--- src/rtl/gpio_pkg.sv ---
// rtl/gpio_pkg.sv - pin ownership constants and the shared owned-mask function
package gpio_pkg;

    localparam int PIN_UART_LO = 0;
    localparam int PIN_I2C_LO  = 2;
    localparam int PIN_SPI_LO  = 4;
    localparam int PIN_PWMB0   = 8;
    localparam int PIN_PWMA0   = 9;
    localparam int PIN_TMR_IN0 = 10;

    // Bit set = pin belongs to a peripheral; pins 15:11 always stay GPIO.
    function automatic logic [15:0] owned_mask(
        input logic en_pwm_outa0,
        input logic en_pwm_outb0,
        input logic en_tmr_in0,
        input logic en_spi,
        input logic en_i2c,
        input logic en_uart
    );
        logic [15:0] m;
        m = '0;
        m[PIN_UART_LO +: 2] = {2{en_uart}};
        m[PIN_I2C_LO +: 2]  = {2{en_i2c}};
        m[PIN_SPI_LO +: 4]  = {4{en_spi}};
        m[PIN_PWMB0]        = en_pwm_outb0;
        m[PIN_PWMA0]        = en_pwm_outa0;
        m[PIN_TMR_IN0]      = en_tmr_in0;
        return m;
    endfunction

endpackage

--- src/rtl/gpio_debounce_bit.sv ---
// rtl/gpio_debounce_bit.sv - one pin's synchronizer, debounce counter and edge pulses
module gpio_debounce_bit #(
    parameter int SYNC_STAGES     = 2,
    parameter int DEBOUNCE_CYCLES = 4
) (
    input  logic clk,
    input  logic rst,
    input  logic pin,
    output logic level,
    output logic rise,
    output logic fall
);
    import gpio_pkg::*;

    localparam int CW = $clog2(DEBOUNCE_CYCLES) + 1;
    localparam logic [CW-1:0] CNT_MAX = CW'(DEBOUNCE_CYCLES - 1);

    logic [SYNC_STAGES-1:0] chain;
    logic [CW-1:0]          cnt;
    logic                   stable;
    logic                   sync;
    logic                   accept;

    assign sync   = chain[SYNC_STAGES-1];
    // Accept is combinational so the status flag and the new level land on the same edge.
    assign accept = (sync != stable) && (cnt == CNT_MAX);
    assign rise   = accept & sync;
    assign fall   = accept & ~sync;
    assign level  = stable;

    always_ff @(posedge clk or posedge rst) begin
        if (rst) begin
            chain  <= '0;
            cnt    <= '0;
            stable <= 1'b0;
        end else begin
            chain <= {chain[SYNC_STAGES-2:0], pin};
            if (sync == stable) begin
                cnt <= '0;
            end else if (cnt == CNT_MAX) begin
                stable <= sync;
                cnt    <= '0;
            end else begin
                cnt <= cnt + 1'b1;
            end
        end
    end

endmodule

--- src/rtl/gpio_pins_sampler.sv ---
// rtl/gpio_pins_sampler.sv - pad input sampling, ownership split and edge interrupt status
module gpio_pins_sampler #(
    parameter int WIDTH           = 16,
    parameter int SYNC_STAGES     = 2,
    parameter int DEBOUNCE_CYCLES = 4
) (
    input  logic             clk,
    input  logic             rst,
    input  logic [WIDTH-1:0] gpio_pins_in,
    input  logic             EN_PWM_OUTA0,
    input  logic             EN_PWM_OUTB0,
    input  logic             EN_TMR_IN0,
    input  logic             EN_SPI,
    input  logic             EN_I2C,
    input  logic             EN_UART,
    input  logic [WIDTH-1:0] rise_en,
    input  logic [WIDTH-1:0] fall_en,
    input  logic [WIDTH-1:0] irq_clr,
    output logic [WIDTH-1:0] gpio_data_out,
    output logic [WIDTH-1:0] periph_data_out,
    output logic [WIDTH-1:0] irq_status,
    output logic             irq
);
    import gpio_pkg::*;

    logic [WIDTH-1:0] level;
    logic [WIDTH-1:0] rise;
    logic [WIDTH-1:0] fall;
    logic [WIDTH-1:0] owned;
    logic [WIDTH-1:0] set_evt;

    for (genvar i = 0; i < WIDTH; i++) begin : g_pin
        gpio_debounce_bit #(
            .SYNC_STAGES    (SYNC_STAGES),
            .DEBOUNCE_CYCLES(DEBOUNCE_CYCLES)
        ) u_deb (
            .clk  (clk),
            .rst  (rst),
            .pin  (gpio_pins_in[i]),
            .level(level[i]),
            .rise (rise[i]),
            .fall (fall[i])
        );
    end

    assign owned = owned_mask(EN_PWM_OUTA0, EN_PWM_OUTB0, EN_TMR_IN0,
                              EN_SPI, EN_I2C, EN_UART);

    // Ownership only steers the filtered level; filtering itself never restarts.
    assign gpio_data_out   = level & ~owned;
    assign periph_data_out = level & owned;

    // Events are seen on every pin; ownership only gates the irq line.
    assign set_evt = (rise & rise_en) | (fall & fall_en);
    assign irq     = |(irq_status & ~owned);

    // Set dominates clear when both hit the same bit on the same edge.
    always_ff @(posedge clk or posedge rst) begin
        if (rst) begin
            irq_status <= '0;
        end else begin
            irq_status <= (irq_status & ~irq_clr) | set_evt;
        end
    end

endmodule

--- config.mk ---
export PLATFORM = sky130hd
export DESIGN_NAME = gpio_pins_sampler
export DESIGN_NICKNAME = d
export VERILOG_FILES = /design/src/rtl/gpio_pkg.sv /design/src/rtl/gpio_debounce_bit.sv /design/src/rtl/gpio_pins_sampler.sv
export SDC_FILE = /design/constraint.sdc
export NUM_CORES = 1
export LEC_CHECK = 0
export CAP_MARGIN = 40
export CORE_MARGIN = 5
export CORE_UTILIZATION = 45
export DETAILED_ROUTE_END_ITERATION = 8
export PLACE_DENSITY_LB_ADDON = 0.2
export SLEW_MARGIN = 20
export SYNTH_ARGS = -nofsm -noshare
export SYNTH_HDL_FRONTEND = slang
export SYNTH_SLANG_ARGS = --single-unit
--- constraint.sdc ---
create_clock -name clk -period 5.81 [get_ports clk]
set_input_delay 0.581 -clock clk [delete_from_list [all_inputs] [get_ports clk]]
set_output_delay 0.581 -clock clk [all_outputs]
set_load 0.03 [all_outputs]
==> impl_metrics.py <==
metrics = {
    "yosys": {
        "synth-seq-area-share_pct": 62.26,
        "syn_inst": 352,
        "netlist_area_um2": 4502,
        "yosysWarningCount": 0,
        "syn_avg_cell_area_um2": 12.79,
        "ys_seq_elements": 112,
        "post_synth_num_cell_types": 25,
    },
    "clock_tree": {
        "cts_setup_buffers": 0,
        "cts_made_buffers": 9,
        "clock_path_buffers": 2,
        "cts_max_level": 3,
        "clk_pin_slew_ns": 0.11,
        "cts_tree": "built",
        "cts_hold_buf": 0,
        "clock_latency_ns": 0.36,
        "cts-root-buf": "clkbuf_8",
        "postCtsResizedCells": 0,
        "clkSinkCount": 112,
    },
    "die": {
        "num_rows": 36,
        "initial_core_util_pct": 46.06,
        "die_height_um": 110.0,
        "dieArea_um2": 12100,
        "dieWidth_um": 110.0,
        "core-area_um2": 9774,
        "pin_count": 121,
    },
    "sta": {
        "worst_pin_slew_ns": 0.5791,
        "tns_ns": 0,
        "final.min_clock_period_ns": 3.153,
        "finalHoldViolations": 0,
        "hold_ws_ns": 0.3509,
        "finalSetupViolCount": 0,
        "finalWorstSetupSlack_ns": 2.657,
        "relSlewSlack_pct": 61.39,
        "fin_crit_sh_pct": 54.26,
        "finClkSkew_ns": 0.01506,
        "drv_slew": 0,
        "clock.fmax_mhz": 317.2,
        "grt_setup_unrepaired": "false",
    },
    "routing": {
        "drt_wl_total_um": 8352,
        "drtIter0Drc": 89,
        "vias": 2902,
        "wl_per_cell_um": 13.65,
        "via_per_inst": 4.742,
        "ant_nets": 0,
        "drt_first_pass_iters": 4,
        "drc_errors": 0,
    },
    "global_routing": {
        "antenna_found_initial": 0,
        "grt_pass1_wl_um": 13740,
        "grt_pass1_vias": 3034,
        "grtUsageTotal_pct": 14.57,
        "grt_max_degree": 66,
        "gr-total-overflow": 0,
    },
    "setup_path": {
        "arrival_ns": 2.57,
        "endpoint_kind": "output port",
        "cp-start-kind": "input pin",
        "path_max_fanout": 3,
        "required_ns": 5.23,
        "crit_type": "in2out",
    },
    "place": {
        "gp_congestion": 0.7541,
        "portBuffers": 115,
        "place_ws_ns": 2.635,
        "dp_hpwl_um": 6434,
        "place_area_um2": 5769,
        "dpl.cell_count": 595,
    },
    "cells_and_area": {
        "final_common_cell": "clkdlybuf4s50_1",
        "design_area_um2": 5993,
        "mostFrequentLayoutCells": "115 x clkdlybuf4s50_1, 112 x dfrtp_1, 31 x nor2b_1, 25 x nor3b_1, 19 x inv_1",
        "final_util_pct": 61.32,
        "fillCellCount": 832,
        "final_cells": 612,
        "area_delta_synth_final_pct": 33.13,
        "n_antenna_cell": 0,
        "fin_nets": 562,
        "drive_above_1_share_pct": 8.142,
    },
    "run": {
        "maxCapViolations": 0,
    },
    "pwr": {
        "power.internal_mw": 1.575,
        "power_density_nw_per_um2": 394.6,
        "seqPwrFrac_pct": 46.0,
        "vdd.ir_drop.worst_mv": 0.1795,
        "power.total_mw": 2.365,
        "switchingPower_mw": 0.7900,
        "share_comb_of_total_power_pct": 34.3,
        "p_leak_nw": 2.696,
        "p_clk_share_pct": 19.7,
        "p_sw_share_pct": 33.40,
    },
    "min_path": {
        "holdCritPathClass": "reg2reg",
    },
    "outcome": {
        "status": "finished, final reports clean",
    },
}
-- flip-flops by register name (all words and copies together) (netlist names) --
register / cells
g_pin.u_deb.cnt: 48
g_pin.u_deb.level: 16
g_pin.u_deb.chain: 32
irq_status: 16
-- area by class of cell --
| class | instances | area (um^2) | share of cell area (%) |
|---|---|---|---|
| Clock inverter | 6 | 66.31 | 1.106 |
| Sequential cell | 112 | 2803 | 46.76 |
| Clock buffer | 10 | 137.6 | 2.296 |
| Tap cell | 133 | 166.4 | 2.777 |
| Inverter | 20 | 77.57 | 1.294 |
| Timing Repair Buffer | 117 | 1179 | 19.67 |
| Multi-Input combinational cell | 214 | 1564 | 26.10 |
-- worst max-delay path, stage by stage --
cell and delay, ns:
clkdlybuf4s50_1 0.49, or2b_2 0.11, o2111ai_1 0.19, or4_1 0.58, clkdlybuf4s50_1 0.62
-- power by group through the flow --
stage	logic (mW)	clock network (mW)	registers [mW]
6_report	0.811	0.465	1.09
4_1_cts	0.825	0.483	1.09
5_1_grt	0.890	0.514	1.12
2_1_floorplan	0.547	0	1.09
3_5_place_dp	0.821	0	1.11
3_3_place_gp	0.799	0	1.10
-- final timing paths --
path	cells after the start	from	to	slack, ns
worst min-delay path	0	g_pin[15].u_deb.chain[0]	g_pin[15].u_deb.chain[1]	0.35
worst min register to register	0	g_pin[15].u_deb.chain[0]	g_pin[15].u_deb.chain[1]	0.35
min in group asynchronous	2	rst	g_pin[13].u_deb.level	0.63
max in group asynchronous	4	rst	g_pin[9].u_deb.cnt[1]	4.18
worst max-delay path	5	EN_PWM_OUTB0	irq	2.66
worst max register to register	3	g_pin[12].u_deb.cnt[0]	g_pin[12].u_deb.level	4.48
-- Yosys cell counts, drive strengths merged --
master   number  area (um^2)
o2111ai       1        8.760
ha           16        200.2
or3           1        6.260
mux2         16        180.2
inv          20        75.07
nand2        16        60.06
xnor2        16        140.1
nor3b        25        187.7
nor2          4        15.01
nor4          1        12.51
nand2b        3        18.77
dfrtp       112         2803
o22ai         1        6.260
or4           1        7.510
nor2b        31        193.9
or2b          2        17.52
a22o         15        132.6
nor3         16        80.08
and2         11        68.82
nand3b       16        120.1
conb          1        3.750
o2bb2ai       1        8.760
o21ai        16        80.08
buf          10        75.07
-- routing by layer --
layer,vias to the layer above,GRT usage [%],part of all wire (%)
met5,-,0,0
met4,0,6.500,1.9
met3,16,3.320,4.9
met2,65,24.78,51
met1,1395,17.69,42
li1,1426,-,-
-- cells by family after synthesis --
family	Yosys count	share of synthesized area [%]
AO/OA/AOI/OAI	34	5.253
XOR/XNOR	16	3.113
adder cells (fa/ha/maj)	16	4.447
buffers and inverters	30	3.335
flip-flops	112	62.26
multiplexers	16	4.002
other	1	0.08330
AND/OR/NAND/NOR	127	17.51
No activity file was read; power rests on OpenSTA's default activity.
